File: config.mk
export PLATFORM = sky130hd
export DESIGN_NAME = host_sequencer
export DESIGN_NICKNAME = d
export VERILOG_FILES = /design/src/rtl/host_sequencer.sv
export SDC_FILE = /design/constraint.sdc
export NUM_CORES = 1
export LEC_CHECK = 0
export ABC_AREA = 1
export CAP_MARGIN = 0
export CORE_UTILIZATION = 40
export DETAILED_ROUTE_END_ITERATION = 8
export GPL_TIMING_DRIVEN = 0
export HOLD_SLACK_MARGIN = 0.05
export PLACE_DENSITY = 0.66
export SLEW_MARGIN = 40
export SYNTH_ARGS = -nofsm -noshare
export SYNTH_HDL_FRONTEND = slang
export SYNTH_SLANG_ARGS = --single-unit
File: constraint.sdc
create_clock -name clock -period 3.6 [get_ports clock]
set_input_delay 0.72 -clock clock [delete_from_list [all_inputs] [get_ports clock]]
set_output_delay 0.72 -clock clock [all_outputs]
set_load 0.01 [all_outputs]
File: src/rtl/host_sequencer.sv
// ============================================================================
// Module      : host_sequencer
// Description : Loads a job into data memory, kicks the processor, times the
//               run, then streams the result bytes back out.
// Revision    : 1.0 - initial release
// ============================================================================
`default_nettype none

module host_sequencer #(
    parameter int LOAD_BYTES   = 64,
    parameter int RESULT_BASE  = 64,
    parameter int RESULT_BYTES = 32,
    parameter int TIMEOUT      = 4096
) (
    input  logic        clock,
    input  logic        start,
    input  logic        in_valid,
    input  logic [7:0]  in_data,
    output logic        in_ready,
    output logic        dm_we,
    output logic [7:0]  dm_addr,
    output logic [7:0]  dm_wdata,
    input  logic [7:0]  dm_rdata,
    output logic        cpu_start,
    input  logic        cpu_done,
    output logic        out_valid,
    output logic [7:0]  out_data,
    input  logic        out_ready,
    output logic        busy,
    output logic        timeout_err,
    output logic [15:0] run_cycles
);

    localparam logic [2:0]  c_ST_LOAD = 3'd0;
    localparam logic [2:0]  c_ST_KICK = 3'd1;
    localparam logic [2:0]  c_ST_RUN  = 3'd2;
    localparam logic [2:0]  c_ST_READ = 3'd3;
    localparam logic [2:0]  c_ST_ERR  = 3'd4;

    localparam logic [7:0]  c_LOAD_LAST   = 8'(LOAD_BYTES - 1);
    localparam logic [7:0]  c_READ_LAST   = 8'(RESULT_BYTES - 1);
    localparam logic [7:0]  c_RESULT_BASE = 8'(RESULT_BASE);
    localparam logic [15:0] c_TIMEOUT_END = 16'(TIMEOUT - 1);

    logic [2:0]  r_state;
    logic [2:0]  w_nextState;
    logic [7:0]  r_loadCnt;
    logic [7:0]  r_rdCnt;
    logic [15:0] r_cycCnt;
    logic [15:0] r_runCycles;
    logic        w_inReady;
    logic        w_dmWe;
    logic [7:0]  w_dmAddr;
    logic [7:0]  w_dmWdata;
    logic        w_cpuStart;
    logic        w_outValid;
    logic        w_busy;

    always_ff @(posedge clock or posedge start) begin
        if (start) begin
            r_state <= c_ST_LOAD;
        end else begin
            r_state <= w_nextState;
        end
    end

    // in_ready is gated by start so nothing handshakes while reset is held
    always_comb begin
        w_nextState = r_state;
        w_inReady   = 1'b0;
        w_dmWe      = 1'b0;
        w_dmAddr    = 8'd0;
        w_dmWdata   = 8'd0;
        w_cpuStart  = 1'b0;
        w_outValid  = 1'b0;
        w_busy      = 1'b0;
        case (r_state)
            c_ST_LOAD: begin
                w_inReady = ~start;
                if (in_valid && w_inReady) begin
                    w_dmWe    = 1'b1;
                    w_dmAddr  = r_loadCnt;
                    w_dmWdata = in_data;
                    if (r_loadCnt == c_LOAD_LAST) begin
                        w_nextState = c_ST_KICK;
                    end
                end
            end
            c_ST_KICK: begin
                w_cpuStart  = 1'b1;
                w_busy      = 1'b1;
                w_nextState = c_ST_RUN;
            end
            c_ST_RUN: begin
                w_busy = 1'b1;
                if (cpu_done) begin
                    w_nextState = c_ST_READ;
                end else if (r_cycCnt == c_TIMEOUT_END) begin
                    w_nextState = c_ST_ERR;
                end
            end
            c_ST_READ: begin
                w_outValid = 1'b1;
                w_dmAddr   = c_RESULT_BASE + r_rdCnt;
                if (out_ready && (r_rdCnt == c_READ_LAST)) begin
                    w_nextState = c_ST_LOAD;
                end
            end
            c_ST_ERR: begin
                w_nextState = c_ST_ERR;
            end
            default: begin
                w_nextState = c_ST_LOAD;
            end
        endcase
    end

    always_ff @(posedge clock or posedge start) begin
        if (start) begin
            r_loadCnt   <= 8'd0;
            r_rdCnt     <= 8'd0;
            r_cycCnt    <= 16'd0;
            r_runCycles <= 16'd0;
        end else begin
            case (r_state)
                c_ST_LOAD: begin
                    if (w_dmWe) begin
                        r_loadCnt <= (r_loadCnt == c_LOAD_LAST) ? 8'd0 : r_loadCnt + 8'd1;
                    end
                end
                c_ST_KICK: begin
                    r_cycCnt <= 16'd0;
                end
                c_ST_RUN: begin
                    if (r_cycCnt != 16'hFFFF) begin
                        r_cycCnt <= r_cycCnt + 16'd1;
                    end
                    if (cpu_done) begin
                        r_runCycles <= r_cycCnt;
                    end
                end
                c_ST_READ: begin
                    if (out_ready) begin
                        if (r_rdCnt == c_READ_LAST) begin
                            r_rdCnt   <= 8'd0;
                            r_loadCnt <= 8'd0;
                        end else begin
                            r_rdCnt <= r_rdCnt + 8'd1;
                        end
                    end
                end
                default: begin
                end
            endcase
        end
    end

    assign in_ready    = w_inReady;
    assign dm_we       = w_dmWe;
    assign dm_addr     = w_dmAddr;
    assign dm_wdata    = w_dmWdata;
    assign cpu_start   = w_cpuStart;
    assign out_valid   = w_outValid;
    // Address is held during a stall, so the read data is held too
    assign out_data    = w_outValid ? dm_rdata : 8'd0;
    assign busy        = w_busy;
    assign timeout_err = (r_state == c_ST_ERR);
    assign run_cycles  = r_runCycles;

endmodule

`default_nettype wire

=== Word-level counts from Yosys, hierarchy flattened ===
Cells that the tools add are included.

* Word-level logic and storage cells: 62
* Register bits after elaboration: 51

* Muxes and demuxes: 25
* $add $sub $neg: 4
* Equality and inequality tests: 16
* Reduce and logical (&&, ||, !) cells: 11
* Bitwise logic cells: 1

{| class="wikitable"
|+ Operators by type and width
! operator !! number
|-
| 8-bit 2-to-1 mux || 9
|-
| 16-bit case mux with 2 select lines || 1
|-
| 8-bit case mux with 2 select lines || 2
|-
| 16-bit by 1-bit adder with 16-bit output (second input constant) || 1
|-
| 8-bit by 1-bit adder with 8-bit output (second input constant) || 2
|-
| 16-bit by 12-bit == test with 1-bit output (second input constant) || 1
|-
| 16-bit 2-to-1 mux || 1
|-
| 16-bit != test (second input constant) || 1
|-
| 3-bit 2-to-1 mux || 5
|-
| 3-bit case mux with 5 select lines || 1
|-
| 2-bit != test (second input constant) || 7
|-
| 7-bit by 8-bit adder with 8-bit output (first input constant) || 1
|-
| 8-bit by 5-bit == test with 1-bit output (second input constant) || 1
|-
| 8-bit by 6-bit == test with 1-bit output (second input constant) || 1
|-
| 4-bit AND reduction || 2
|-
| 3-bit by 2-bit == test with 1-bit output (second input constant) || 2
|-
| 1-bit 2-to-1 mux || 6
|-
| 2-bit AND reduction || 3
|-
| 2-bit nonzero test || 2
|-
| 3-bit by 1-bit == test with 1-bit output (second input constant) || 1
|-
| 3-bit == test (second input constant) || 1
|-
| 3-bit zero test || 1
|-
| 3-bit != test (second input constant) || 1
|-
| 1-bit logical AND || 2
|-
| other kinds (2) || 2
|}

=== Depth between registers and ports, before layout ===
* Word-level depth: 6
* Mapped depth: 10

=== Worst setup path before layout ===
Ideal clock, no wire load.

* Path type: in2out
* From: input start
* To: output dm_addr[0]
* Setup slack: 0.135 ns
* Arrival time: 2.745 ns
* Data required time: 2.880 ns
* Stages: 6
* Path through: inv_1 nand2_1 nor2_2 inv_2 buf_2 o22ai_1

* Longest elaborated chain between the ends: 4

{| class="wikitable"
|+ Ends and longest elaborated chain
! element !! RTL line !! RTL
|-
| start, declared || 16 || <nowiki>input logic start,</nowiki>
|-
| 1-bit inverter || 79 || <nowiki>w_inReady = ~start;</nowiki>
|-
| 1-bit logical AND || 80 || <nowiki>if (in_valid && w_inReady) begin</nowiki>
|-
| 8-bit 2-to-1 mux || 80 ||
|-
| 8-bit case mux with 2 select lines || 77 || <nowiki>case (r_state)</nowiki>
|-
| end, declared || 21 || <nowiki>output logic [7:0] dm_addr,</nowiki>
|}

No other way between the ends.

=== Final worst setup path ===
* From: input start
* To: output dm_addr[5]

Same word-level chain as after synthesis.

==> results.toml <==
[finish]
ff_latch_area_um2 = 1280
n_antenna_cell = 0
multi_input_area_um2 = 1450
final_cell_area_um2 = 3970
area_growth_syn_to_layout_pct = 31.5
nFillCells = 726
drive_gt1_share_pct = 10.3
final_nets = 517
final_util_pct = 54.4

[placed_design]
hpwl_um = 5810
port_buffers = 66
placed_area_um2 = 3830
gp_congestion = 0.835

[route]
vias = 2863
drtIter0Drc = 127
routed_wl_um = 7580
post_drt_wl_per_cell_um = 12.8
drtAntennaViolNets = 0
via_per_inst = 4.84
drc = 0
dr.pass1.iters = 4

[setup_path]
cp.required_ns = 2.88
cp.depth = 9
end_kind = "primary output"
cpLargestDelayFamily = "buffers and inverters"
worstSetupPathType = "input port to primary output"
start_kind = "input port"
rrSetupSlack_ns = 1.90
critPathArrivalTime_ns = 2.72
timing.critical_path.buf_inv = 6
reg2reg_depth = 10
crit_top_cell = "clkdlybuf4s50_1"
slowest_stage = "clkdlybuf4s50_1"
cp_cell_sequence = "clkdlybuf4s50_1 -> inv_6 -> buf_12 -> nand2_1 -> nor2_4 -> inv_2 -> buf_2 -> o22ai_1 -> clkdlybuf4s50_1"
r2r_start = "r_cycCnt[0]"
critPathMaxFanout = 19
crit_path_max_incr_delay_ns = 0.57
reg2reg_to = "r_cycCnt[2]"

[timing]
clock_skew_ns = 0.00954
hold_viol = 0
fmax_mhz = 291
tightest_slew_ns = 0.441
relSlewSlack_pct = 70.4
post-route-period-util_pct = 95.6
slew_viol_final = 0
rsz0062_at_grt = "no"
finalSetupViolCount = 0
period_minus_slack_ns = 3.44

[synthesis]
synth_ff_type = "dfrtp_1"
seq_area_frac_synth_pct = 42.3
synth_nets = 441
netlist.area_leader.share_pct = 42.3
ys_seq_elements = 51
syn_avg_cell_area_um2 = 7.26
synth_top_area_cell = "dfrtp_1"
yosysWarnings = 0
syn_inst = 416
yosys.cell_types.count = 30
synth_edf_count = 0
netlist_area_um2 = 3020
synth.most_common_cell = "nand2_1"
synth_common_cells = "nand2_1, inv_1, nor2_1, dfrtp_1, nand3_1"
synth_area_leaders = "dfrtp_1, nand2_1, inv_1, nor2_1, nand3_1"
async_reset_ff_share_pct = 100

[cts]
clkSlewWorstSetupHoldPaths_ns = 0.11
clk_latency_ns = 0.32
htreeDepth = 2
holdBufCountCts = 0
cts_buffer_depth = 2
numCtsBuffers = 5
cts_sinks = 51
cts_root_buf = "clkbuf_8"
cts_tree = "built"

[floorplan]
die_area_um2 = 7900
io_pins = 67
rows = 31
die_y_um = 88.9
start_util_pct = 41.4
die_w_um = 88.9
core_area_um2 = 7290

[flow_run]
drv_cap = 0

[grt]
grt_use_total_pct = 20.6
grt_max_degree = 20
grt_antenna_before_repair = 0
grt_pass1_vias = 2602
grt_first_pass_wirelength_um = 12400
grt.overflow.total = 0

[run_status]
status = "completed"

[min_path]
min-delay-start = "run_cycles[7]"
min_to = "run_cycles[7]"
hold_depth = 2
hold_class = "flop to flop"

[power_and_ir_drop]
powerDensity_nw_per_um2 = 546
leakage_nw = 1.94
peakVddDrop_v = 0.000232
[per-stage QoR]
step                TNS [ns]  power [mW]  worst slack [ns]  instances  hold WS [ns]
finish                     0        2.17             0.159        592         0.487
global route               0        2.33            0.0221        592         0.525
CTS                        0        2.18             0.105        592         0.490
detailed placement     -1.30        1.80            -0.162        582         0.464
global placement      -25.01        1.78             -1.42        581         0.461
floorplan                  0        1.40             0.135        416         0.481
[layer usage]
layer	vias up	routed length, um	GRT usage (%)
li1	1453	-	-
met3	8	403	3.73
met5	-	0	0
met1	1330	3660	29.4
met4	0	98	5.57
met2	72	3410	32.2
[area by class of cell]
cell class              instances  share of cell area (%)
multi-input cells             294                    36.6
clock buffers                   5                    1.73
well taps                      99                    3.12
inverters                      63                    6.08
plain buffers                   8                    1.45
clock inverters                 3                   0.693
repair buffers                 69                    18.2
flip-flops and latches         51                    32.1
[what timing repair did]
action	4_1_cts	5_1_grt
endpoints found under the setup margin	12	7
endpoints found under the hold margin	0	0
resized for setup	1	1
buffers inserted	1	0
gates cloned	1	0
[state kept, by name, summed over array words and instances, names as in the netlist]
register / flops
r_state: 3
r_loadCnt: 8
run_cycles: 16
r_cycCnt: 16
r_rdCnt: 8
[worst max path at each step]
| stage | end | from |
|---|---|---|
| 2_1_floorplan | dm_addr[0] | start |
| 3_3_place_gp | dm_addr[0] | start |
| 3_5_place_dp | dm_addr[5] | start |
| 4_1_cts | dm_addr[5] | start |
| 5_1_grt | dm_addr[5] | start |
| 6_report | dm_addr[5] | start |
[worst min-delay path, cell delays in order, from the launching register on]
cell	delay, ns
dfrtp_1	0.36
nand2_1	0.05
nand2_1	0.05
[power by group]
group	leakage [nW]	switching [mW]	internal, mW	total [mW]
Sequential	0.673	0.0999	0.669	0.769
Combinational	1.22	0.614	0.419	1.03
Clock	0.0467	0.219	0.145	0.363
Total	1.94	0.933	1.23	2.17
[cells by family (layout without fill, tap and decap cells)]
family	after synthesis	count (layout)	share of synthesized area [%]
AOI/OAI and AO/OA	48	48	9.12
xor gates and xnor gates	6	6	1.74
adders and majority gates	4	4	1.66
buffers and inverters	71	148	9.74
DFF	51	51	42.3
and+or+nand+nor	236	236	35.5
[cell usage in the layout, fill, tap and decap left out, types with 2 or more instances in the layout]
cell type and n:
a21oi_1 6, buf_2 4, buf_6 3, clkbuf_8 5, clkdlybuf4s50_1 66, dfrtp_1 51, ha_1 4, inv_1 58
inv_2 4, inv_6 2, nand2_1 118, nand2_2 6, nand2_4 4, nand3_1 31, nand3_2 2, nand4_1 5
nor2_1 54, nor2_4 4, nor3_1 6, o21ai_0 21, o21ai_1 11, o21ai_2 6, o22ai_1 2, xor2_1 6
Power figures use the tool's default switching activity.
